**src/rtl/input_bit_shifter_pkg.sv**
```systemverilog
// Shared helpers for the serial-to-parallel input shifter.
// Only elaboration-time arithmetic lives here; no types are exported.
package input_bit_shifter_pkg;

    function automatic int chunk_count(input int od, input int sd);
        return od / sd;
    endfunction

    function automatic bit divides(input int od, input int sd);
        return (sd > 0) && ((od % sd) == 0);
    endfunction

endpackage

```
**src/rtl/word_hold_reg.sv**
```systemverilog
// Valid/ready holding register for completed words.
// A word arriving while the slot is full and not draining is dropped.
module word_hold_reg
    import input_bit_shifter_pkg::*;
#(
    parameter int W = 16
) (
    input  logic         clk,
    input  logic         sync_rst_n,
    input  logic         clk_en,
    input  logic         clear,
    input  logic         load,
    input  logic [W-1:0] word,
    input  logic         ready,
    output logic         valid,
    output logic [W-1:0] data,
    output logic         overflow
);

    logic take;

    assign take = ready || !valid;

    always_ff @(posedge clk) begin
        if (!sync_rst_n) begin
            valid    <= 1'b0;
            data     <= '0;
            overflow <= 1'b0;
        end else if (clk_en) begin
            if (clear) begin
                valid    <= 1'b0;
                data     <= '0;
                overflow <= 1'b0;
            end else if (load && take) begin
                valid <= 1'b1;
                data  <= word;
            end else if (load) begin
                overflow <= 1'b1;
            end else if (valid && ready) begin
                // Idle slot reads as zero.
                valid <= 1'b0;
                data  <= '0;
            end
        end
    end

endmodule

```
**src/rtl/input_bit_shifter.sv**
```systemverilog
// Assembles SHIFT_DEPTH-bit chunks, LSB first, into OUTPUT_DEPTH-bit
// words and offers them on a valid/ready port without stalling input.
module input_bit_shifter
    import input_bit_shifter_pkg::*;
#(
    parameter  int OUTPUT_DEPTH = 16,
    parameter  int SHIFT_DEPTH  = 1,
    localparam int WORDS        = chunk_count(OUTPUT_DEPTH, SHIFT_DEPTH),
    localparam int CNT_W        = $clog2(WORDS + 1)
) (
    input  logic                    clk,
    input  logic                    sync_rst_n,
    input  logic                    clk_en,
    input  logic                    shift_en_i,
    input  logic [SHIFT_DEPTH-1:0]  data_i,
    input  logic                    clear_en_i,
    input  logic                    out_ready_i,
    output logic                    out_valid_o,
    output logic [OUTPUT_DEPTH-1:0] data_o,
    output logic                    empty_o,
    output logic [CNT_W-1:0]        fill_count_o,
    output logic                    overflow_o
);

    if (!divides(OUTPUT_DEPTH, SHIFT_DEPTH)) begin : g_bad_cfg
        $error("OUTPUT_DEPTH must be a multiple of SHIFT_DEPTH");
    end

    localparam logic [CNT_W-1:0] LAST = CNT_W'(WORDS - 1);

    logic [OUTPUT_DEPTH-1:0] asm_q;
    logic [OUTPUT_DEPTH-1:0] asm_d;
    logic [CNT_W-1:0]        fill_q;
    logic                    at_last;

    if (WORDS == 1) begin : g_one
        assign asm_d = data_i;
    end else begin : g_many
        assign asm_d = {data_i, asm_q[OUTPUT_DEPTH-1:SHIFT_DEPTH]};
    end

    assign at_last = (fill_q == LAST);

    always_ff @(posedge clk) begin
        if (!sync_rst_n) begin
            asm_q  <= '0;
            fill_q <= '0;
        end else if (clk_en) begin
            if (clear_en_i) begin
                asm_q  <= '0;
                fill_q <= '0;
            end else if (shift_en_i) begin
                asm_q  <= asm_d;
                fill_q <= at_last ? '0 : fill_q + CNT_W'(1);
            end
        end
    end

    // asm_d already holds the full word on the completing shift.
    word_hold_reg #(
        .W(OUTPUT_DEPTH)
    ) u_hold (
        .clk       (clk),
        .sync_rst_n(sync_rst_n),
        .clk_en    (clk_en),
        .clear     (clear_en_i),
        .load      (shift_en_i && at_last),
        .word      (asm_d),
        .ready     (out_ready_i),
        .valid     (out_valid_o),
        .data      (data_o),
        .overflow  (overflow_o)
    );

    assign fill_count_o = fill_q;
    assign empty_o      = (fill_q == '0) && !out_valid_o;

endmodule

```
**config.mk**
```make
export PLATFORM = sky130hd
export DESIGN_NAME = input_bit_shifter
export DESIGN_NICKNAME = d
export VERILOG_FILES = /design/src/rtl/input_bit_shifter_pkg.sv /design/src/rtl/word_hold_reg.sv /design/src/rtl/input_bit_shifter.sv
export SDC_FILE = /design/constraint.sdc
export NUM_CORES = 1
export LEC_CHECK = 0
export BUFFER_PORTS_ARGS = -buffer_cell sky130_fd_sc_hd__buf_2
export CAP_MARGIN = 20
export CORE_MARGIN = 2
export CORE_UTILIZATION = 45
export CTS_BUF_LIST = sky130_fd_sc_hd__clkbuf_8 sky130_fd_sc_hd__clkbuf_16
export DETAILED_ROUTE_END_ITERATION = 8
export PLACE_DENSITY = 0.68
export SYNTH_ARGS = -nofsm -noshare
export SYNTH_HDL_FRONTEND = slang
export SYNTH_HIERARCHICAL = 1
export SYNTH_SLANG_ARGS = --single-unit
```
**constraint.sdc**
```tcl
create_clock -name clk -period 4.8 [get_ports clk]
set_input_delay 0 -clock clk [delete_from_list [all_inputs] [get_ports clk]]
set_output_delay 0 -clock clk [all_outputs]
set_load 0.02 [all_outputs]
```
==> results.py, run 1 <==
metrics = {
    "synthesis": {
        "synth_edf_count": 0,
        "syn-instance-count": 150,
        "synth_area_um2": 1500,
        "syn-num-nets": 159,
        "synth.distinct_cells": 31,
        "avgSynthCellArea_um2": 9.97,
        "ys_ff_latch": 38,
        "ys_seq_area_frac": 0.509,
        "synth_top_flop_cell": "dfxtp_1",
        "ys.warnings.count": 6,
        "synthArstFlopShare": 0,
    },
    "clock_network": {
        "cts_buffer_depth": 2,
        "holdBufCountCts": 2,
        "cts_made_buffers": 5,
        "cts_root_buffer": "clkbuf_8",
        "cts_tree": "built",
        "postCtsSetupBuffers": 0,
        "postCtsResizedCells": 0,
        "cts.clk_slew.worst_paths_ns": 0.07,
        "insertion_delay_ns": 0.29,
        "htreeDepth": 2,
        "numClockSinks": 38,
    },
    "cells_and_area": {
        "syn_to_final_growth_pct": 21.3,
        "postLayoutCellArea_um2": 1810,
        "final_common_cell": "dfxtp_1",
        "instances_no_fill": 226,
        "nets": 190,
        "drive_above_1_share": 0.236,
        "layout_common_cells": "dfxtp_1, buf_2, nand2_1, a21oi_1, a22o_1",
        "antenna_cells": 0,
    },
    "timing": {
        "setup_viol": 0,
        "hold_viol": 0,
        "slew_viol_final": 0,
        "layout_min_cycle_time_ns": 2.07,
        "finClkSkew_ns": 0.00786,
        "final.setup.tns_ns": 0,
        "grt_setup_unrepaired": "false",
        "worstMarginPinSlew_ns": 0.678,
        "post-route-period-util": 0.431,
        "maxSlewHeadroom": 0.545,
        "fin_hold_ws_ns": 0.0271,
        "fmax_mhz": 484,
    },
    "hold_path": {
        "hp-class": "primary input to flip-flop",
    },
    "critical_path": {
        "critPathKind": "flip-flop to flip-flop",
        "startpoint_type": "flip-flop",
        "worstPathArrival_ns": 2.29,
        "cp.required_ns": 5.03,
        "cp-end-kind": "flip-flop",
        "cp_max_fo": 16,
    },
    "route": {
        "viasPerCell": 5.30,
        "first_iter_violations": 29,
        "wirelength_um": 3030,
        "drt-wirelength-per-cell_um": 13.4,
        "remaining_drc_errors": 0,
        "final_antenna_net_count": 0,
        "first_pass_iters": 4,
        "vias": 1197,
    },
    "floorplanning": {
        "rows": 20,
        "dieWidth_um": 61.6,
        "initial_core_util": 0.482,
        "ioPinCount": 31,
        "coreArea_um2": 3100,
        "die_h_um": 61.6,
        "die-area_um2": 3800,
    },
    "place": {
        "dpl.hpwl_um": 2040,
        "port_buffers": 30,
        "gp_congestion": 0.720,
        "post_dp_cell_area_um2": 1660,
        "placed_cells": 216,
    },
    "global_routing": {
        "grt_pass1_wl_um": 5090,
        "grt_pass1_vias": 1098,
        "gr-usage-all-layers": 0.182,
        "grt_max_degree": 29,
        "grt_overflow": 0,
        "antenna_found_initial": 0,
    },
    "power_and_ir_drop": {
        "power_density_nw_per_um2": 371,
        "ir_worst_vdd_v": 0.000181,
        "p_leak_nw": 0.723,
    },
    "run_status": {
        "status": "finished clean",
    },
    "run": {
        "max_cap_violations": 0,
    },
}
==> synthesized netlist by cell type, drive strengths merged, types with 3 or more instances <==
master  instances  area (µm²)
buf             6        41.3
nand4b          4        35.0
a21oi          18        90.1
nor2            3        11.3
dfxtp          38         761
nand3b         15         113
nand2          19        71.3
inv             3        11.3
a22o           16         140
a31oi           3        18.8
nand3           3        15.0
o21ai           3        15.0
clkbuf          3        11.3
==> through the flow <==
stage | setup WS (ns) | power [W] | utilization
2_1_floorplan | 2.91 | 0.000348 | -
3_3_place_gp | 2.84 | 0.000356 | 0.533
3_5_place_dp | 2.74 | 0.000357 | 0.533
4_1_cts | 2.72 | 0.000679 | 0.584
5_1_grt | 2.52 | 0.000696 | 0.584
6_report | 2.73 | 0.000673 | 0.584
==> worst paths after layout <==
check                  startpoint  cells after the start  slack, ns               to
setup / recovery  fill_count_o[0]                      6       2.73   u_hold/data[8]
setup reg to reg  fill_count_o[0]                      6       2.73   u_hold/data[8]
hold / removal             clk_en                      2       0.03  u_hold/overflow
hold reg to reg          asm_q[1]                      2       0.45         asm_q[1]
==> per-layer routing <==
layer  vias to the layer above  part of all wire  track usage
li1                        604                 -            -
met1                       559              0.48        0.232
met2                        29              0.47        0.295
met3                         5             0.042       0.0378
met4                         0             0.013       0.0821
met5                         -                 0            0
==> power by group <==
part,internal [W],switching (W)
Clock,0.000208,0.000114
Combinational,0.0000111,0.0000230
Sequential,0.000316,0.00000105
Total,0.000535,0.000138
==> logic make-up (layout without fill, tap and decap cells) <==
family	after synthesis	count (layout)	synth area share
muxes	1	1	0.0100
adders and majority gates	2	2	0.0167
AOI/OAI and AO/OA	45	45	0.213
buffers and inverters	13	45	0.0452
DFF	38	38	0.509
and+or+nand+nor	51	51	0.207
==> sequential cells by signal, indices dropped and copies added, names as in the netlist <==
name             count
u_hold/valid         1
u_hold/overflow      1
fill_count_o         5
asm_q               15
u_hold/data         16
==> area by class of cell <==
cell class	count	area (µm²)
Fill cell	301	1290
Sequential cell	38	761
Multi-Input combinational cell	99	667
Timing Repair Buffer	33	178
Clock buffer	5	68.8
Clock inverter	3	68.8
Tap cell	44	55.1
Inverter	4	15.0
==> worst max-delay path, stage by stage (launching register included) <==
cell     delay [ns]
dfxtp_1        0.40
ha_1           0.26
nand3_1        0.10
nor3b_1        0.35
nand2_1        0.18
nor3_4         0.50
a22o_1         0.22
No activity file was read; power rests on OpenSTA's default activity.
==> inputs of run 2 (changes only) <==
==> constraint.sdc (replaced) <==
create_clock -name clk -period 2.1 [get_ports clk]
set_input_delay 0 -clock clk [delete_from_list [all_inputs] [get_ports clk]]
set_output_delay 0 -clock clk [all_outputs]
set_load 0.02 [all_outputs]
==> run 2 against run 1 <==
Effect of this change:
- critical endpoint is now u_hold/data[2]
- final area down 2.7%
- highest routed layer unchanged
- hold slack lost 0.024 ns
- die area unchanged
- power increased by 93%
==> results.py, run 2 (synthesized netlist as in run 1, its figures left out) <==
metrics = {
    "critical_path": {
        "critPathKind": "flip-flop to flip-flop",
        "crit_path_top_delay_cell": "dfxtp_1",
        "cp_max_fo": 16,
        "cp_cell_sequence": "ha_1 -> nand3_1 -> nor3b_1 -> mux2_4 -> o22ai_4 -> a22o_1",
        "slowest_delay_ns": 0.40,
        "worstPathArrival_ns": 2.01,
        "startpoint_type": "flip-flop",
        "cp-end-kind": "flip-flop",
        "cp.required_ns": 2.27,
    },
    "route": {
        "final_antenna_net_count": 0,
        "drt-wirelength-per-cell_um": 13.2,
        "first_iter_violations": 45,
        "vias": 1210,
        "wirelength_um": 2980,
        "viasPerCell": 5.35,
        "first_pass_iters": 4,
        "remaining_drc_errors": 0,
    },
    "cells_and_area": {
        "registers.top_by_ff_count": "u_hold/data",
        "post-route-util": 0.569,
        "antenna_cells": 0,
        "drive_above_1_share": 0.236,
        "largest_reg_flops": 16,
        "fill_cells": 308,
        "nets": 190,
        "layout_common_cells": "dfxtp_1, buf_2, nand2_1, a21oi_1, a22o_1",
        "postLayoutCellArea_um2": 1760,
        "final_common_cell": "dfxtp_1",
        "syn_to_final_growth_pct": 18.0,
    },
    "clock_network": {
        "cts_made_buffers": 5,
        "postCtsResizedCells": 0,
        "cts_buffer_depth": 2,
        "htreeDepth": 2,
        "insertion_delay_ns": 0.28,
        "numClockSinks": 38,
        "cts_root_buffer": "clkbuf_8",
        "cts.clk_slew.worst_paths_ns": 0.07,
        "cts_tree": "built",
    },
    "power_and_ir_drop": {
        "total_power_w": 0.00130,
        "p_leak_nw": 0.709,
        "ir_worst_vdd_v": 0.000336,
        "power_density_nw_per_um2": 736,
    },
    "timing": {
        "slew_viol_final": 0,
        "post-route-period-util": 0.877,
        "worstMarginPinSlew_ns": 0.659,
        "grt_setup_unrepaired": "false",
        "setup_viol": 0,
        "layout_min_cycle_time_ns": 1.84,
        "maxSlewHeadroom": 0.560,
        "fmax_mhz": 543,
        "fin_ws_ns": 0.258,
        "final.setup.tns_ns": 0,
        "finClkSkew_ns": 0.00569,
        "hold_viol": 0,
    },
    "global_routing": {
        "gr-usage-all-layers": 0.181,
        "grt_max_degree": 29,
        "grt_overflow": 0,
        "antenna_found_initial": 0,
        "grt_pass1_vias": 1150,
        "grt_pass1_wl_um": 5120,
    },
    "floorplanning": {
        "initial_core_util": 0.482,
        "rows": 20,
        "dieWidth_um": 61.6,
        "coreArea_um2": 3100,
        "ioPinCount": 31,
        "die-area_um2": 3800,
        "die_h_um": 61.6,
    },
    "place": {
        "post_dp_cell_area_um2": 1660,
        "port_buffers": 30,
        "dpl.hpwl_um": 1960,
        "pre_cts_ws_ns": 0.260,
        "gp_congestion": 0.722,
    },
    "hold_path": {
        "hp-class": "primary input to flip-flop",
    },
    "run_status": {
        "status": "finished clean",
    },
    "run": {
        "max_cap_violations": 0,
    },
}
## run 2: what timing repair did
item,CTS,global route
hold endpoints to repair,1,0
buffers inserted,0,0
endpoints found under the setup margin,0,0
hold buffers,1,0
## run 2: worst paths after layout
path / startpoint / end / slack (ns) / cells after the start
hold reg to reg: asm_q[1] / asm_q[1] / 0.45 / 2
hold / removal: sync_rst_n / fill_count_o[4] / 0.003 / 2
setup / recovery: fill_count_o[0] / u_hold/data[2] / 0.26 / 6
setup reg to reg: fill_count_o[0] / u_hold/data[2] / 0.26 / 6
## run 2: cell type report
| type | instances | area (µm²) | share of cell area |
|---|---|---|---|
| multi-input combinational | 99 | 667 | 0.378 |
| clock buffer | 6 | 82.6 | 0.0468 |
| timing repair buffer | 33 | 175 | 0.0993 |
| clock inverter | 2 | 8.76 | 0.00496 |
| sequential | 38 | 761 | 0.431 |
| tap | 44 | 55.1 | 0.0312 |
| inverter | 4 | 15.0 | 0.00851 |
## run 2: routing by layer
metal	share of wire	track usage	routed length (µm)	up-vias
li1	-	-	-	603
met1	0.48	0.228	1430	573
met2	0.47	0.295	1400	29
met3	0.038	0.0504	113	5
met4	0.011	0.0638	34	0
met5	0	0	0	-
## run 2: power by group
| group | total (W) | internal (W) | leakage (nW) | switching (W) |
|---|---|---|---|---|
| Sequential | 0.000725 | 0.000723 | 0.306 | 0.00000249 |
| Clock | 0.000497 | 0.000260 | 0.0524 | 0.000237 |
| Combinational | 0.0000763 | 0.0000243 | 0.350 | 0.0000521 |
## run 2: per-stage QoR
step,hold slack [ns],std cells
4_1_cts,0.000436,226
3_3_place_gp,0.234,217
6_report,0.00324,226
3_5_place_dp,0.243,217
2_1_floorplan,0.0960,150
5_1_grt,0.0139,226
## run 2: critical path, delay by kind of cell (launching register included)
kind / cells / cell delay [ns]
AND/OR/NAND/NOR: 2 / 0.44
flip-flops: 1 / 0.40
AO/OA/AOI/OAI: 2 / 0.40
adder cells (fa/ha/maj): 1 / 0.26
multiplexers: 1 / 0.23
==> inputs of run 3 (changes only) <==
--- a/config.mk
+++ b/config.mk
@@ -11,7 +11,9 @@
 export CORE_UTILIZATION = 45
 export CTS_BUF_LIST = sky130_fd_sc_hd__clkbuf_8 sky130_fd_sc_hd__clkbuf_16
 export DETAILED_ROUTE_END_ITERATION = 8
+export GPL_TIMING_DRIVEN = 0
 export PLACE_DENSITY = 0.68
+export RECOVER_POWER = 50
 export SYNTH_ARGS = -nofsm -noshare
 export SYNTH_HDL_FRONTEND = slang
 export SYNTH_HIERARCHICAL = 1
==> run 3 against run 2 <==
Effect of this change:
- clock skew shrank 0.0037 ns
- die area unchanged
- count of clock-buffer cells in the layout unchanged
- via count is 0.74% higher
- first-iteration DRC count decreased by 40%
==> results.py, run 3 (synthesized netlist as in run 1, its figures left out) <==
metrics = {
    "run_status": {
        "status": "finished clean",
    },
    "critical_path": {
        "cp_cell_sequence": "ha_1 -> nand3_1 -> nor3b_2 -> nand2_1 -> nor3_4 -> buf_4 -> a22o_1",
        "startpoint_type": "flip-flop",
        "cp-end-kind": "flip-flop",
        "worstRegToRegCells": 7,
        "critPathKind": "flip-flop to flip-flop",
        "reg2reg_from": "fill_count_o[0]",
        "worst-r2r-setup-slack_ns": 0.15,
        "cp_max_fo": 10,
        "rr_endpoint": "u_hold/data[9]",
        "cp.required_ns": 2.33,
        "crit_path_top_delay_cell": "dfxtp_1",
        "worstPathArrival_ns": 2.18,
        "slowest_delay_ns": 0.42,
        "crit_family": "simple AND/OR/NAND/NOR gates",
        "path_buf_inv": 1,
    },
    "floorplanning": {
        "rows": 20,
        "initial_core_util": 0.482,
        "coreArea_um2": 3100,
        "dieWidth_um": 61.6,
        "die-area_um2": 3800,
        "die_h_um": 61.6,
        "ioPinCount": 31,
    },
    "power_and_ir_drop": {
        "p_leak_nw": 0.626,
        "power_density_nw_per_um2": 741,
        "ir_worst_vdd_v": 0.000499,
        "total_power_w": 0.00133,
    },
    "cells_and_area": {
        "instances_no_fill": 234,
        "multiInputGateArea_um2": 672,
        "postLayoutCellArea_um2": 1790,
        "drive_above_1_share": 0.132,
        "nets": 198,
        "layout_common_cells": "dfxtp_1, clkbuf_1, nand2_1, a21oi_1, a22o_1",
        "antenna_cells": 0,
        "registers.top_by_ff_count": "u_hold/data",
        "syn_to_final_growth_pct": 19.7,
        "final_common_cell": "dfxtp_1",
        "largest_reg_flops": 16,
        "fill_cells": 307,
        "seqCellArea_um2": 761,
    },
    "route": {
        "first_pass_iters": 4,
        "first_iter_violations": 27,
        "viasPerCell": 5.21,
        "wirelength_um": 3170,
        "remaining_drc_errors": 0,
        "vias": 1219,
        "final_antenna_net_count": 0,
        "drt-wirelength-per-cell_um": 13.5,
    },
    "clock_network": {
        "cts_root_buffer": "clkbuf_8",
        "cts_tree": "built",
        "cts.clk_slew.worst_paths_ns": 0.07,
        "cts_made_buffers": 5,
        "insertion_delay_ns": 0.28,
        "cts_buffer_depth": 2,
        "numClockSinks": 38,
        "htreeDepth": 2,
    },
    "place": {
        "port_buffers": 30,
        "gp_congestion": 0.774,
        "pre_cts_ws_ns": 0.0830,
        "post_dp_cell_area_um2": 1700,
        "dpl.hpwl_um": 2190,
        "placed_cells": 224,
    },
    "hold_path": {
        "hold_end": "u_hold/overflow",
        "hold_depth": 2,
        "worstHoldStart": "clk_en",
        "hp-class": "primary input to flip-flop",
    },
    "global_routing": {
        "grt_max_degree": 13,
        "grt_pass1_vias": 1092,
        "grt_pass1_wl_um": 5150,
        "gr-usage-all-layers": 0.189,
        "grt_overflow": 0,
        "antenna_found_initial": 0,
    },
    "timing": {
        "hold_viol": 0,
        "fmax_mhz": 513,
        "final.setup.tns_ns": 0,
        "slew_viol_final": 0,
        "post-route-period-util": 0.928,
        "grt_setup_unrepaired": "false",
        "setup_viol": 0,
        "finClkSkew_ns": 0.00200,
        "maxSlewHeadroom": 0.702,
        "worstMarginPinSlew_ns": 0.447,
        "fin_ws_ns": 0.152,
        "layout_min_cycle_time_ns": 1.95,
    },
    "run": {
        "max_cap_violations": 0,
    },
}
## run 3: changes by cell type in the layout (fill, tap and decap cells not counted)
cell,delta
clkbuf_1,+27
buf_2,-21
buf_6,+1
clkinvlp_4,+1
dlygate4sd3_1,+1
inv_1,-1
nor3b_1,-1
nor3b_2,+1
## run 3: repair_timing
item / CTS / global route
hold buffers: 2 / 0
buffers inserted: 0 / 0
setup endpoints to repair: 0 / 10
gates resized for setup: 0 / 1
hold endpoints to repair: 2 / 0
## run 3: final cells by class
class | instances | share of cell area
buffer | 9 | 0.0294
clock buffer | 6 | 0.0461
clock inverter | 2 | 0.00699
inverter | 4 | 0.00839
multi-input combinational | 99 | 0.375
sequential | 38 | 0.425
tap | 44 | 0.0307
timing repair buffer | 32 | 0.0783
## run 3: worst max-delay path by stage
stage | start | to | slack, ns | cells past startpoint
final | fill_count_o[0] | u_hold/data[9] | 0.15 | 7
after global routing | fill_count_o[0] | u_hold/data[9] | 0.02 | 7
after CTS | fill_count_o[0] | u_hold/data[9] | 0.02 | 7
after detailed placement | fill_count_o[0] | u_hold/data[9] | 0.08 | 7
after global placement | fill_count_o[0] | u_hold/data[8] | 0.17 | 7
after floorplan | fill_count_o[1] | u_hold/data[10] | 0.21 | 7
## run 3: report_power, final
group          switching (W)  internal, W  leakage (nW)
sequential        0.00000273     0.000722         0.306
clock               0.000252     0.000264        0.0472
combinational      0.0000546    0.0000312         0.273
total               0.000310      0.00102         0.626
## run 3: worst register-to-register path: cells and delay by family (launching register included)
family / cells / cell delay [ns]
flip-flops: 1 / 0.42
adder cells (fa/ha/maj): 1 / 0.26
buffers and inverters: 1 / 0.24
AO/OA/AOI/OAI: 1 / 0.16
AND/OR/NAND/NOR: 4 / 0.81
## run 3: per-stage QoR
step	hold WS (ns)	util
2_1_floorplan	0.0960	-
3_3_place_gp	0.237	0.548
3_5_place_dp	0.249	0.548
4_1_cts	0.00750	0.585
5_1_grt	0.0156	0.577
6_report	0.0115	0.577
## run 3: metal layers
metal,track usage,vias to the layer above,share of wire
li1,-,619,-
met1,0.239,562,0.48
met2,0.307,32,0.46
met3,0.0630,6,0.043
met4,0.0547,0,0.010
met5,0,-,0
